File: config.mk
export PLATFORM = sky130hd
export DESIGN_NAME = vending_sequencer
export DESIGN_NICKNAME = d
export VERILOG_FILES = /design/src/rtl/vending_pkg.sv /design/src/rtl/credit_accumulator.sv /design/src/rtl/vending_sequencer.sv
export SDC_FILE = /design/constraint.sdc
export NUM_CORES = 1
export LEC_CHECK = 0
export CORE_UTILIZATION = 54
export DETAILED_ROUTE_END_ITERATION = 8
export MAX_ROUTING_LAYER = met4
export PLACE_DENSITY_LB_ADDON = 0.15
export REMOVE_ABC_BUFFERS = 1
export SYNTH_ARGS = -nofsm -noshare
export SYNTH_HDL_FRONTEND = slang
export SYNTH_SLANG_ARGS = --single-unit
File: constraint.sdc
create_clock -name clk -period 3.4 [get_ports clk]
set_clock_uncertainty 0.15 [all_clocks]
set_input_delay 0.34 -clock clk [delete_from_list [all_inputs] [get_ports clk]]
set_output_delay 0.34 -clock clk [all_outputs]
set_load 0.01 [all_outputs]
File: src/rtl/vending_pkg.sv
// Shared types and tables for the coffee vending sequencer: FSM states, drink
// indices, serving-stage codes, per-drink cost and recipe tables.
package vending_pkg;

    localparam int CREDIT_W = 5;
    localparam int MAX_STEPS = 3;

    typedef enum logic [2:0] {
        ST_IDLE,
        ST_PAY,
        ST_SERVE,
        ST_CHANGE,
        ST_DONE
    } fsm_t;

    // Index matches the button bit position.
    typedef enum logic [1:0] {
        DRK_EXPRESSO  = 2'd0,
        DRK_C_LECHE   = 2'd1,
        DRK_CAPUCCINO = 2'd2,
        DRK_MOCACCINO = 2'd3
    } drink_t;

    localparam logic [3:0] STG_NONE   = 4'b0000;
    localparam logic [3:0] STG_CAFE   = 4'b0001;
    localparam logic [3:0] STG_LECHE  = 4'b0010;
    localparam logic [3:0] STG_CHOCO  = 4'b0100;
    localparam logic [3:0] STG_ESPUMA = 4'b1000;

    typedef struct packed {
        logic [3:0] code;
        logic [3:0] dur;
    } step_t;

    function automatic logic [2:0] drink_cost(input drink_t d);
        logic [2:0] c;
        case (d)
            DRK_EXPRESSO:  c = 3'd4;
            DRK_C_LECHE:   c = 3'd5;
            DRK_CAPUCCINO: c = 3'd6;
            default:       c = 3'd7;
        endcase
        return c;
    endfunction

    function automatic logic [1:0] recipe_len(input drink_t d);
        logic [1:0] n;
        case (d)
            DRK_EXPRESSO: n = 2'd1;
            DRK_C_LECHE:  n = 2'd2;
            default:      n = 2'd3;
        endcase
        return n;
    endfunction

    function automatic step_t recipe_step(input drink_t d, input logic [1:0] idx);
        step_t s;
        s = '{code: STG_NONE, dur: 4'd0};
        case (d)
            DRK_EXPRESSO: begin
                if (idx == 2'd0) s = '{code: STG_CAFE, dur: 4'd3};
            end
            DRK_C_LECHE: begin
                case (idx)
                    2'd0:    s = '{code: STG_CAFE,  dur: 4'd3};
                    2'd1:    s = '{code: STG_LECHE, dur: 4'd4};
                    default: s = '{code: STG_NONE,  dur: 4'd0};
                endcase
            end
            DRK_CAPUCCINO: begin
                case (idx)
                    2'd0:    s = '{code: STG_CAFE,   dur: 4'd3};
                    2'd1:    s = '{code: STG_LECHE,  dur: 4'd2};
                    2'd2:    s = '{code: STG_ESPUMA, dur: 4'd3};
                    default: s = '{code: STG_NONE,   dur: 4'd0};
                endcase
            end
            default: begin
                case (idx)
                    2'd0:    s = '{code: STG_CAFE,  dur: 4'd3};
                    2'd1:    s = '{code: STG_CHOCO, dur: 4'd2};
                    2'd2:    s = '{code: STG_LECHE, dur: 4'd3};
                    default: s = '{code: STG_NONE,  dur: 4'd0};
                endcase
            end
        endcase
        return s;
    endfunction

endpackage

File: src/rtl/credit_accumulator.sv
// Coin credit register: adds accepted coins, refuses coins that would overflow
// CREDIT_MAX or arrive while closed, and zeroes on clear/refund.
module credit_accumulator
    import vending_pkg::*;
#(
    parameter int CREDIT_MAX = 20
) (
    input  logic                clk,
    input  logic                rst,
    input  logic                coin_en,
    input  logic                moneda100,
    input  logic                moneda500,
    input  logic                clear,
    input  logic                refund,
    output logic [CREDIT_W-1:0] credit,
    output logic                coin_accepted,
    output logic                coin_reject
);

    logic [CREDIT_W:0] coin_add;
    logic [CREDIT_W:0] credit_sum;
    logic              coin_any;
    logic              coin_fits;

    always_comb begin
        coin_add      = (CREDIT_W+1)'(moneda100) + (moneda500 ? (CREDIT_W+1)'(5) : '0);
        credit_sum    = {1'b0, credit} + coin_add;
        coin_any      = moneda100 | moneda500;
        coin_fits     = credit_sum <= (CREDIT_W+1)'(CREDIT_MAX);
        coin_accepted = coin_any && coin_en && coin_fits;
    end

    // A coin landing in the same cycle as a clear or refund is lost, so flag it.
    always_ff @(posedge clk) begin
        if (rst) begin
            credit      <= '0;
            coin_reject <= 1'b0;
        end else begin
            coin_reject <= coin_any && !(coin_accepted && !clear && !refund);
            if (clear || refund)
                credit <= '0;
            else if (coin_accepted)
                credit <= credit_sum[CREDIT_W-1:0];
        end
    end

endmodule

File: src/rtl/vending_sequencer.sv
// Main control FSM of the coffee vending machine: drink selection, payment,
// timed ingredient stages on the 1 Hz tick, and change issue.
module vending_sequencer
    import vending_pkg::*;
#(
    parameter int CREDIT_MAX  = 20,
    parameter int PAY_TIMEOUT = 15,
    parameter int DONE_HOLD   = 2
) (
    input  logic                clk,
    input  logic                rst,
    input  logic                tick,
    input  logic [3:0]          btn,
    input  logic                cancel,
    input  logic                moneda100,
    input  logic                moneda500,
    output logic [3:0]          sel,
    output logic [2:0]          cost,
    output logic [CREDIT_W-1:0] credit,
    output logic [3:0]          state,
    output logic [3:0]          time_left,
    output logic [CREDIT_W-1:0] change,
    output logic                change_valid,
    output logic                coin_reject,
    output logic                busy
);

    localparam int CNT_MAX = (PAY_TIMEOUT > DONE_HOLD) ? PAY_TIMEOUT : DONE_HOLD;
    localparam int CNT_W   = $clog2(CNT_MAX) + 1;

    fsm_t             fsm, fsm_nxt;
    drink_t           drink;
    logic [1:0]       step_idx;
    logic [CNT_W-1:0] tick_cnt;

    logic [3:0] btn_pressed;
    logic       btn_single;
    drink_t     btn_drink;
    step_t      first_step, next_step;
    logic       coin_en, coin_accepted, pay_timeout, paid, last_sec;
    logic       do_latch, do_refund, do_serve_start, do_step, do_serve_end;
    logic       do_change, do_done_exit;

    credit_accumulator #(
        .CREDIT_MAX(CREDIT_MAX)
    ) u_credit (
        .clk          (clk),
        .rst          (rst),
        .coin_en      (coin_en),
        .moneda100    (moneda100),
        .moneda500    (moneda500),
        .clear        (do_change),
        .refund       (do_refund),
        .credit       (credit),
        .coin_accepted(coin_accepted),
        .coin_reject  (coin_reject)
    );

    // Buttons are active-low; only a single pressed button names a drink.
    always_comb begin
        btn_pressed = ~btn;
        btn_single  = 1'b1;
        btn_drink   = DRK_EXPRESSO;
        case (btn_pressed)
            4'b0001: btn_drink = DRK_EXPRESSO;
            4'b0010: btn_drink = DRK_C_LECHE;
            4'b0100: btn_drink = DRK_CAPUCCINO;
            4'b1000: btn_drink = DRK_MOCACCINO;
            default: btn_single = 1'b0;
        endcase
    end

    always_comb begin
        first_step  = recipe_step(drink, 2'd0);
        next_step   = recipe_step(drink, step_idx + 2'd1);
        coin_en     = (fsm == ST_IDLE) || (fsm == ST_PAY);
        paid        = credit >= {2'b00, cost};
        last_sec    = tick && (time_left == 4'd1);
        pay_timeout = tick && !coin_accepted && (tick_cnt == CNT_W'(PAY_TIMEOUT - 1));
        busy        = (fsm == ST_SERVE) || (fsm == ST_CHANGE) || (fsm == ST_DONE);
    end

    always_comb begin
        fsm_nxt        = fsm;
        do_latch       = 1'b0;
        do_refund      = 1'b0;
        do_serve_start = 1'b0;
        do_step        = 1'b0;
        do_serve_end   = 1'b0;
        do_change      = 1'b0;
        do_done_exit   = 1'b0;
        case (fsm)
            ST_IDLE: begin
                if (cancel && (credit != '0)) begin
                    do_refund = 1'b1;
                end else if (btn_single) begin
                    do_latch = 1'b1;
                    fsm_nxt  = ST_PAY;
                end
            end
            ST_PAY: begin
                if (cancel || pay_timeout) begin
                    do_refund = 1'b1;
                    fsm_nxt   = ST_IDLE;
                end else if (paid) begin
                    do_serve_start = 1'b1;
                    fsm_nxt        = ST_SERVE;
                end
            end
            ST_SERVE: begin
                if (last_sec) begin
                    if ((step_idx + 2'd1) < recipe_len(drink)) begin
                        do_step = 1'b1;
                    end else begin
                        do_serve_end = 1'b1;
                        fsm_nxt      = ST_CHANGE;
                    end
                end
            end
            ST_CHANGE: begin
                do_change = 1'b1;
                fsm_nxt   = ST_DONE;
            end
            ST_DONE: begin
                if (tick && (tick_cnt == CNT_W'(DONE_HOLD - 1))) begin
                    do_done_exit = 1'b1;
                    fsm_nxt      = ST_IDLE;
                end
            end
            default: fsm_nxt = ST_IDLE;
        endcase
    end

    always_ff @(posedge clk) begin
        if (rst) begin
            fsm          <= ST_IDLE;
            drink        <= DRK_EXPRESSO;
            step_idx     <= 2'd0;
            tick_cnt     <= '0;
            sel          <= 4'd0;
            cost         <= 3'd0;
            state        <= STG_NONE;
            time_left    <= 4'd0;
            change       <= '0;
            change_valid <= 1'b0;
        end else begin
            fsm          <= fsm_nxt;
            change_valid <= 1'b0;

            if (do_latch) begin
                drink <= btn_drink;
                sel   <= 4'(4'b0001 << btn_drink);
                cost  <= drink_cost(btn_drink);
            end

            if (do_refund) begin
                change       <= credit;
                change_valid <= 1'b1;
                sel          <= 4'd0;
                cost         <= 3'd0;
            end else if (do_change) begin
                change       <= credit - {2'b00, cost};
                change_valid <= 1'b1;
            end

            if (do_done_exit) begin
                sel  <= 4'd0;
                cost <= 3'd0;
            end

            // Stage stepping: load on entry to each stage, count down on tick.
            if (do_serve_start) begin
                step_idx  <= 2'd0;
                state     <= first_step.code;
                time_left <= first_step.dur;
            end else if (do_step) begin
                step_idx  <= step_idx + 2'd1;
                state     <= next_step.code;
                time_left <= next_step.dur;
            end else if (do_serve_end) begin
                step_idx  <= 2'd0;
                state     <= STG_NONE;
                time_left <= 4'd0;
            end else if ((fsm == ST_SERVE) && tick) begin
                time_left <= time_left - 4'd1;
            end

            // One tick counter serves both the PAY idle timer and the DONE hold.
            if (fsm_nxt != fsm)
                tick_cnt <= '0;
            else if ((fsm == ST_PAY) && coin_accepted)
                tick_cnt <= '0;
            else if (tick && ((fsm == ST_PAY) || (fsm == ST_DONE)))
                tick_cnt <= tick_cnt + CNT_W'(1);
        end
    end

endmodule

==> results.json, run 1 <==
{
  "status": "complete, no violations",
  "fp.dieArea_mm2": 0.00492,
  "clock-sinks": 39,
  "rr_worst_depth": 10,
  "switchingPower_uw": 463,
  "drtIter0Drc": 159,
  "cts_root_buf": "clkbuf_8",
  "crit_path_end_kind": "flop",
  "clockPowerShare_pct": 27.9,
  "rsz0062_at_grt": "false",
  "grt_max_degree": 21,
  "die_x_um": 70.2,
  "hpwl_um": 4420,
  "start_util_pct": 56.8,
  "nFillCells": 352,
  "cts_tree": "done",
  "comb_power_share_pct": 34.1,
  "overflow": 0,
  "io_pins": 38,
  "path_common_cell": "inv_1",
  "dr.pass1.iters": 4,
  "setup_ws_ps": 124,
  "criticalPathCategory": "flop to flop",
  "min_period_over_period_pct": 96.4,
  "synth_edf_count": 0,
  "async_flop_share_pct": 0,
  "max_slew_margin_pct": 61.6,
  "p_leak_uw": 0.00117,
  "p_seq_share_pct": 38.0,
  "fin_crit_ps": 3280,
  "cp_max_fo": 7,
  "hold_class": "flop to flop",
  "setup_viol": 0,
  "placed_cells": 397,
  "ys_ff_latch": 39,
  "switching_share_pct": 33.2,
  "internal-power_uw": 933,
  "fin_tns_setup_ps": 0,
  "slew_violations": 0,
  "critPathArrivalTime_ps": 3350,
  "cts_made_buffers": 5,
  "antenna_found_initial": 0,
  "die_h_um": 70.2,
  "cp.required_ps": 3480,
  "register_area_um2": 781,
  "antenna_cells": 0,
  "multi_input_area_mm2": 0.00158,
  "finalHoldViolCount": 0,
  "vdd_drop_max_mv": 0.253,
  "via_per_inst": 5.82,
  "gp_congestion": 0.880,
  "stdcell_count": 405,
  "track_usage_pct": 26.4,
  "synth_seq_area_share_pct": 31.1,
  "h-tree-depth": 2,
  "synth.avg_cell_area_um2": 8.17,
  "syn_area_mm2": 0.00251,
  "hold_end": "state[3]$_SDFFE_PP0P_",
  "max_freq_mhz": 305,
  "yosys_warnings": 0,
  "layout-drive-gt1-share_pct": 12.7,
  "drc": 0,
  "port_buffers": 37,
  "core_mm2": 0.00441,
  "p_per_area_mw_per_mm2": 450,
  "rows": 24,
  "r2r-end": "change[4]$_SDFFE_PP0P_",
  "cp_cell_sequence": "inv_1 -> fa_1 -> inv_1 -> ha_1 -> nor2b_1 -> o211ai_2 -> a31o_4 -> or4_4 -> mux2_4 -> a31oi_4",
  "post_cts_resized": 0,
  "cap_violations": 0,
  "area_growth_pct": 23.7,
  "ys.flop_type": "dfxtp_1",
  "hold_start": "state[3]$_SDFFE_PP0P_",
  "clk_pin_slew_ps": 80,
  "vias": 2356,
  "routedWlPerCell_um": 14.8,
  "ant_nets": 0,
  "start_kind": "flop",
  "critPathLaunch": "u_credit.credit[0]$_SDFFE_PP0P_",
  "ys_types": 59,
  "routed_wl_um": 6010,
  "fin_nets": 381,
  "dpl_worst_slack_ps": -107,
  "r2r-start": "u_credit.credit[0]$_SDFFE_PP0P_",
  "clockBufferDepth": 2,
  "clkLatencyLatePin_ps": 290,
  "grt_pass1_wl_um": 10000,
  "worst_slew_pin_slew_ps": 572,
  "cts_hold_buf": 0,
  "hold_depth": 2,
  "grt_pass1_vias": 2183,
  "cpPeakStageDelay_ps": 540,
  "cts_setup_buffers": 0,
  "slowest_stage": "or4_4",
  "ff2ff_setup_slack_ps": 120,
  "postSynthCellCount": 307
}
==> cells by family (layout without fill, tap and decap cells) <==
logic type,Yosys count,in the layout,synth area share (%)
adders and majority gates,19,19,10.1
AOI/OAI and AO/OA,80,80,23.2
buffers and inverters,36,82,5.74
muxes,6,6,2.69
DFF,39,39,31.1
xor gates and xnor gates,10,10,3.79
and+or+nand+nor,117,117,23.4
==> per-layer routing <==
metal	share of wire, %	track usage, %	vias up	wire length [um]
met3	5.1	4.33	7	305
met2	46	41.8	67	2780
li1	-	-	1180	-
met1	48	34.7	1102	2850
met4	1.1	8.00	0	64
met5	0	-	-	0
==> cell usage in the layout, fill, tap and decap left out, types with 2 or more instances in the layout <==
cell | Yosys | layout
o221ai_1 | 2 | 2
o31ai_1 | 2 | 2
nand2_1 | 32 | 32
a211oi_1 | 4 | 4
ha_1 | 17 | 17
or2_2 | 4 | 4
nor2_1 | 31 | 31
o21ai_0 | 13 | 13
nand4_1 | 4 | 4
mux2_2 | 2 | 2
nor3_1 | 8 | 8
or3_1 | 4 | 4
xor2_1 | 5 | 5
buf_4 | 0 | 14
a21oi_1 | 30 | 30
inv_1 | 23 | 23
o211ai_2 | 2 | 2
nand3_1 | 8 | 8
nor2b_1 | 6 | 6
o211ai_1 | 3 | 3
xnor2_1 | 4 | 4
dfxtp_1 | 39 | 39
or4_4 | 2 | 2
clkbuf_8 | 0 | 5
fa_1 | 2 | 2
a22oi_1 | 3 | 3
a21o_1 | 3 | 3
mux2i_1 | 3 | 3
a41oi_1 | 2 | 2
clkdlybuf4s50_1 | 0 | 37
nand3b_1 | 4 | 4
nor4_1 | 6 | 6
==> state kept, by name, summed over array words and instances (netlist names) <==
signal,flops
time_left,4
change,5
tick_cnt,5
fsm,3
state,4
step_idx,2
cost,3
drink,2
u_credit.coin_reject,1
change_valid,1
sel,4
u_credit.credit,5
==> through the flow <==
stage | power (uW) | util, % | cell area, um2 | hold WS, ps
4_1_cts | 1400 | 70.3 | 3100 | 307
2_1_floorplan | 823 | - | 2450 | 252
3_5_place_dp | 1010 | 67.8 | 2990 | 295
5_1_grt | 1470 | 70.3 | 3100 | 341
3_3_place_gp | 999 | 67.8 | 2990 | 289
6_report | 1400 | 70.3 | 3100 | 304
==> synthesized netlist by cell type (all sizes together), types with 2 or more instances <==
master  count  area [um2]
nor4        6        37.5
a21oi      31         166
nor2b       6        37.5
dfxtp      39         781
nand4       4        25.0
nand3b      4        30.0
mux2        3        37.5
ha         17         213
o31ai       3        36.3
a211oi      4        30.0
xor2        5        43.8
fa          2        40.0
o211ai      5        47.5
nand3       8        40.0
a21o        4        31.3
a31oi       2        27.5
nor3        8        40.0
buf         3        20.0
inv        23        86.3
a22oi       3        22.5
or2         4        25.0
mux2i       3        30.0
or4         2        22.5
nand2      33         126
or3         4        25.0
nor2       31         116
o221ai      2        17.5
o21ai      14        70.1
xnor2       5        51.3
clkbuf     10        37.5
a41oi       2        17.5
==> worst max-delay path: cells and delay by family (launching register included) <==
family / cells / cell delay, ps
compound gates: 3 / 550
fa+ha+maj: 2 / 640
buf+inv: 2 / 230
flops: 1 / 500
mux: 1 / 340
simple gates: 2 / 800
==> power by group through the flow <==
stage,Sequential [uW],Clock (uW),Combinational [uW]
floorplan,547,0,277
global placement,539,0,460
detailed placement,540,0,468
CTS,530,399,473
global route,536,420,517
finish,531,389,477
==> worst max-delay path by stage <==
stage,end,slack [ps],depth (start not counted)
after global placement,change[4]$_SDFFE_PP0P_,-40,11
after detailed placement,tick_cnt[4]$_SDFFE_PP0P_,-110,12
after floorplan,change[4]$_SDFFE_PP0P_,350,10
final,change[4]$_SDFFE_PP0P_,120,10
after CTS,change[4]$_SDFFE_PP0P_,190,10
after global routing,tick_cnt[4]$_SDFFE_PP0P_,20,11
==> layout make-up <==
| cell class | instances | share of cell area (%) |
|---|---|---|
| clock inverter | 3 | 1.41 |
| multi-input combinational | 232 | 51.0 |
| sequential | 39 | 25.2 |
| timing repair buffer | 51 | 15.3 |
| tap | 52 | 2.10 |
| clock buffer | 5 | 2.22 |
| inverter | 23 | 2.78 |
(Power assumes the default switching activity.)
==> inputs of run 2 (changes only) <==
--- a/config.mk
+++ b/config.mk
@@ -5,6 +5,8 @@
 export SDC_FILE = /design/constraint.sdc
 export NUM_CORES = 1
 export LEC_CHECK = 0
+export CORE_ASPECT_RATIO = 1.4
+export CORE_MARGIN = 3
 export CORE_UTILIZATION = 54
 export DETAILED_ROUTE_END_ITERATION = 8
 export MAX_ROUTING_LAYER = met4
==> run 2 against run 1 <==
  * Maximum frequency grew 2.0%
  * Critical path depth rose by 2
  * Setup slack improved by 65 ps
  * Clock power up 3%
  * Global-route usage is 2.2 points lower
  * Sequential share of layout area decreased by 0.18 points
  * Die area grew 12%
  * Via count increased by 0.51%
==> results.json, run 2 (synthesis gave the netlist of run 1 again) <==
{
  "whs_ps": 303,
  "max_freq_mhz": 311,
  "nFillCells": 385,
  "routedWlPerCell_um": 14.5,
  "cp_max_fo": 7,
  "setup_viol": 0,
  "crit_path_end_kind": "flop",
  "track_usage_pct": 24.2,
  "max_slew_margin_pct": 52.6,
  "clock-sinks": 39,
  "hpwl_um": 4580,
  "min_period_over_period_pct": 94.4,
  "drtIter0Drc": 115,
  "routed_wl_um": 5980,
  "slew_violations": 0,
  "register_area_um2": 781,
  "most-common-layout-cells": "39 x dfxtp_1, 37 x clkdlybuf4s50_1, 32 x nand2_1, 31 x nor2_1, 30 x a21oi_1",
  "fp.dieArea_mm2": 0.00551,
  "drc": 0,
  "cts_root_buf": "clkbuf_8",
  "rsz0062_at_grt": "false",
  "via_per_inst": 5.72,
  "io_pins": 38,
  "die_x_um": 63.6,
  "dr.pass1.iters": 4,
  "start_util_pct": 57.7,
  "post_dp_cell_area_mm2": 0.00301,
  "cts_setup_buffers": 0,
  "antenna_cells": 0,
  "post_cts_resized": 0,
  "die_h_um": 86.6,
  "finalHoldViolCount": 0,
  "overflow": 0,
  "status": "complete, no violations",
  "h-tree-depth": 2,
  "vdd_drop_max_mv": 0.303,
  "clockBufferDepth": 2,
  "grt_max_degree": 16,
  "r2r-start": "u_credit.credit[0]$_SDFFE_PP0P_",
  "critPathArrivalTime_ps": 3220,
  "fin_nets": 382,
  "layout-drive-gt1-share_pct": 13.0,
  "p_leak_uw": 0.00118,
  "cts_made_buffers": 5,
  "criticalPathCategory": "input port to flop",
  "hold_class": "flop to flop",
  "port_buffers": 37,
  "area_growth_pct": 24.6,
  "grt_pass1_vias": 2372,
  "ff2ff_setup_slack_ps": 410,
  "hold_depth": 2,
  "core_mm2": 0.00434,
  "grt_pass1_wl_um": 10400,
  "gp_congestion": 0.868,
  "cp.required_ps": 3410,
  "fin_crit_ps": 3210,
  "total_power_uw": 1400,
  "hold_start": "sel[0]$_SDFFE_PP0P_",
  "start_kind": "input port",
  "hold_end": "sel[0]$_SDFFE_PP0P_",
  "cts_tree": "done",
  "cts_hold_buf": 0,
  "design_area_mm2": 0.00313,
  "top_regs": "change: 5 flops, tick_cnt: 5 flops, u_credit.credit: 5 flops",
  "final_common_cell": "dfxtp_1",
  "worst_slew_pin_slew_ps": 708,
  "multi_input_area_mm2": 0.00158,
  "clk_pin_slew_ps": 80,
  "ant_nets": 0,
  "rows": 28,
  "r2r-end": "tick_cnt[4]$_SDFFE_PP0P_",
  "antenna_found_initial": 0,
  "vias": 2368,
  "rr_worst_depth": 11,
  "p_per_area_mw_per_mm2": 449,
  "clkLatencyLatePin_ps": 290,
  "cap_violations": 0
}
[run 2: critical path, stage by stage]
cell             delay [ps]
clkdlybuf4s50_1         480
inv_1                    60
fa_1                    430
inv_1                    70
ha_1                    230
nor2b_1                 270
o211ai_2                130
a31o_4                  260
or4_4                   530
a2bb2oi_1               210
buf_4                   170
nor4_1                   50
[run 2: layout make-up]
| type | instances | share of cell area, % |
|---|---|---|
| clock buffers | 6 | 2.64 |
| inverters | 23 | 2.76 |
| well taps | 60 | 2.40 |
| flip-flops and latches | 39 | 25.0 |
| repair buffers | 52 | 15.4 |
| clock inverters | 2 | 1.12 |
| multi-input cells | 232 | 50.7 |
[run 2: power by group]
| part | switching (uW) | internal [uW] | leakage (uW) |
|---|---|---|---|
| Combinational | 254 | 224 | 0.000798 |
| Clock | 161 | 237 | 0.0000612 |
| Sequential | 37.2 | 489 | 0.000316 |
[run 2: how the worst max path moves through the flow]
stage,from,end,slack (ps)
6_report,moneda100,tick_cnt[4]$_SDFFE_PP0P_,190
5_1_grt,moneda100,u_credit.credit[3]$_SDFFE_PP0P_,30
4_1_cts,moneda100,tick_cnt[0]$_SDFFE_PP0P_,190
3_5_place_dp,moneda100,change[4]$_SDFFE_PP0P_,-120
3_3_place_gp,moneda100,change[4]$_SDFFE_PP0P_,-40
2_1_floorplan,u_credit.credit[0]$_SDFFE_PP0P_,change[4]$_SDFFE_PP0P_,350
[run 2: metrics by stage]
stage                     worst slack, ps  util [%]  setup TNS, ps  instances
after floorplan                       353         -              0        294
after global placement              -38.3      69.3           -158        406
after detailed placement             -116      69.3           -862        406
after CTS                             188      72.0              0        414
after global routing                 25.5      72.0              0        414
final                                 189      72.0              0        414
[run 2: metal layers]
layer / wire length (um) / vias up / global-route usage [%]
met1: 2450 / 1115 / 25.4
met3: 158 / 14 / 3.24
met4: 135 / 0 / 10.2
met2: 3240 / 52 / 45.1
met5: 0 / - / -
li1: - / 1187 / -
==> inputs of run 3 (changes only) <==
--- a/config.mk
+++ b/config.mk
@@ -5,8 +5,9 @@
 export SDC_FILE = /design/constraint.sdc
 export NUM_CORES = 1
 export LEC_CHECK = 0
+export ABC_AREA = 1
 export CORE_ASPECT_RATIO = 1.4
-export CORE_MARGIN = 3
+export CORE_MARGIN = 2
 export CORE_UTILIZATION = 54
 export DETAILED_ROUTE_END_ITERATION = 8
 export MAX_ROUTING_LAYER = met4
==> run 3 against run 2 <==
  * Critical path depth increased by 5
  * Non-clock buffer count shrank 15
  * Critical endpoint is now time_left[2]$_SDFFE_PP0P_
  * Global-route usage decreased by 1.2 points
  * Hold slack worse by 1.2 ps
  * Maximum frequency up 18%
  * Combinational power decreased by 25%
  * Synthesized cell count grew 12%
  * Synthesized area fell by 2.5%
  * Flip-flop and latch count is the same
  * Die area shrank 7.6%
==> results.json, run 3 <==
{
  "status": "complete, no violations",
  "cts_made_buffers": 5,
  "cpPeakStageDelay_ps": 480,
  "start_util_pct": 54.8,
  "cts_tree": "done",
  "ant_nets": 0,
  "cap_violations": 0,
  "critPathTopFamily": "simple AND/OR/NAND/NOR gates",
  "p_per_area_mw_per_mm2": 411,
  "synth_edf_count": 0,
  "ys_top_cells_by_count": "81 x nand2_1, 49 x inv_1, 39 x dfxtp_1",
  "area_growth_pct": 21.3,
  "ff2ff_setup_slack_ps": 820,
  "crit_buf_inv": 4,
  "yosysTopAreaCell": "dfxtp_1",
  "drc": 0,
  "cp_cell_sequence": "clkdlybuf4s50_1 -> inv_1 -> fa_1 -> inv_1 -> ha_1 -> inv_1 -> nand2_1 -> nand3_1 -> nand3_2 -> nand2_4 -> nand2_4 -> nand2_4 -> nand2_4 -> nor2_2 -> nand2_2 -> nand2_2 -> nor2_1",
  "yosys.area_share.adder_pct": 10.3,
  "rsz0062_at_grt": "false",
  "rows": 29,
  "vias": 2221,
  "slew_violations": 0,
  "synth_xor_area_share_pct": 2.51,
  "clkLatencyLatePin_ps": 290,
  "start_kind": "input port",
  "ys.flop_type": "dfxtp_1",
  "cts_setup_buffers": 0,
  "h-tree-depth": 2,
  "cp_max_fo": 10,
  "multi_input_area_mm2": 0.00143,
  "ys_ff_latch": 39,
  "hold_start": "change[2]$_SDFFE_PP0P_",
  "register_area_um2": 781,
  "hpwl_um": 4090,
  "slowest_stage": "clkdlybuf4s50_1",
  "synth_most_common_cell": "nand2_1",
  "yosysTopAreaCellShare_pct": 31.9,
  "antenna_cells": 0,
  "path_common_cell": "nand2_4",
  "nFillCells": 424,
  "postSynthCellCount": 344,
  "ys_types": 37,
  "min_period_over_period_pct": 80.0,
  "fin_crit_ps": 2720,
  "syn_area_mm2": 0.00245,
  "critPathArrivalTime_ps": 2760,
  "io_pins": 38,
  "criticalPathCategory": "input port to flop",
  "postLayoutCoreUtil_pct": 66.5,
  "grt_pass1_vias": 2023,
  "synth_compound_area_share_pct": 12.8,
  "layout-drive-gt1-share_pct": 9.35,
  "rr_worst_depth": 16,
  "synth_simple_gate_area_share_pct": 32.2,
  "port_buffers": 37,
  "synth_top_family_by_area": "simple AND/OR/NAND/NOR gates",
  "die_h_um": 83.6,
  "p_leak_uw": 0.00135,
  "cp.required_ps": 3440,
  "yosys_warnings": 0,
  "clock-sinks": 39,
  "top_regs": "change: 5 flops, tick_cnt: 5 flops, u_credit.credit: 5 flops",
  "gp_congestion": 0.937,
  "via_per_inst": 4.97,
  "hold_end": "change[2]$_SDFFE_PP0P_",
  "fin_nets": 413,
  "max_freq_mhz": 368,
  "r2r-start": "u_credit.credit[0]$_SDFFE_PP0P_",
  "dr.pass1.iters": 4,
  "clk_pin_slew_ps": 80,
  "hold_class": "flop to flop",
  "final_common_cell": "nand2_1",
  "setup_viol": 0,
  "worst_slew_pin_slew_ps": 421,
  "core_mm2": 0.00446,
  "most-common-layout-cells": "81 x nand2_1, 49 x inv_1, 39 x dfxtp_1, 37 x clkdlybuf4s50_1, 36 x nor2_1",
  "post_cts_resized": 0,
  "antenna_found_initial": 0,
  "grt_pass1_wl_um": 8900,
  "drtIter0Drc": 111,
  "hold_depth": 2,
  "clockBufferDepth": 2,
  "overflow": 0,
  "fin_tns_setup_ps": 0,
  "ys_top_cells_by_area": "dfxtp_1 32%, nand2_1 12%, ha_1 8.7%",
  "synthMuxAreaShare_pct": 0.409,
  "r2r-end": "time_left[2]$_SDFFE_PP0P_",
  "synth_seq_area_share_pct": 31.9,
  "crit_path_end_kind": "flop",
  "fp.dieArea_mm2": 0.00509,
  "cts_root_buf": "clkbuf_8",
  "grt_max_degree": 13,
  "max_slew_margin_pct": 71.9,
  "synth.avg_cell_area_um2": 7.11,
  "routedWlPerCell_um": 11.6,
  "track_usage_pct": 23.0,
  "vdd_drop_max_mv": 0.259,
  "async_flop_share_pct": 0,
  "die_x_um": 60.9,
  "cts_hold_buf": 0,
  "finalHoldViolCount": 0,
  "routed_wl_um": 5180
}
run 3: metal layers:
metal,track usage (%),share of wire (%)
met1,28.4,44
met2,36.9,51
met3,4.34,3.2
met4,7.91,1.5
met5,-,0
run 3: final cells by class:
class / count / share of cell area (%)
clock inverter: 1 / 0.253
tap: 62 / 2.61
multi-input combinational: 247 / 48.0
clock buffer: 7 / 3.25
timing repair buffer: 37 / 12.5
inverter: 54 / 7.04
sequential: 39 / 26.3
run 3: how the worst max path moves through the flow:
stage,from,end,slack [ps],cells after the start
after detailed placement,moneda100,time_left[2]$_SDFFE_PP0P_,380,17
after global routing,moneda500,change[3]$_SDFFE_PP0P_,470,19
final,moneda100,time_left[2]$_SDFFE_PP0P_,680,17
after CTS,moneda100,change[0]$_SDFFE_PP0P_,690,18
after floorplan,u_credit.credit[0]$_SDFFE_PP0P_,time_left[2]$_SDFFE_PP0P_,1030,16
after global placement,moneda500,time_left[2]$_SDFFE_PP0P_,410,17
run 3: cells by family (layout without fill, tap and decap cells):
family | count (synthesis) | in the layout
AOI/OAI and AO/OA | 53 | 53
xor gates and xnor gates | 7 | 7
adders and majority gates | 19 | 19
buffers and inverters | 58 | 99
DFF | 39 | 39
muxes | 1 | 1
and+or+nand+nor | 167 | 167
run 3: worst reg2reg max path, cell delays in order, from the launching register on:
cell and delay (ps):
dfxtp_1 410, inv_1 110, fa_1 370, inv_1 100, ha_1 250, inv_1 60
nand2_1 40, nand3_1 100, nand3_2 100, nand2_4 90, nand2_4 100, nand2_4 90
nand2_4 70, nor2_2 130, nand2_2 100, nand2_2 160, nor2_1 70
run 3: stage by stage:
step / hold slack [ps] / total power (uW) / setup slack (ps) / cells / area (um2)
6_report: 302 / 1220 / 679 / 447 / 2970
5_1_grt: 321 / 1290 / 467 / 447 / 2970
4_1_cts: 305 / 1240 / 687 / 447 / 2970
3_5_place_dp: 292 / 881 / 375 / 439 / 2860
3_3_place_gp: 290 / 873 / 413 / 439 / 2860
2_1_floorplan: 259 / 761 / 1030 / 340 / 2410
run 3: power by group:
| group | switching, uW | total, uW | leakage, uW | internal [uW] |
|---|---|---|---|---|
| Sequential | 28.3 | 512 | 0.000316 | 484 |
| Clock | 164 | 349 | 0.0000505 | 185 |
| Combinational | 204 | 359 | 0.000984 | 155 |
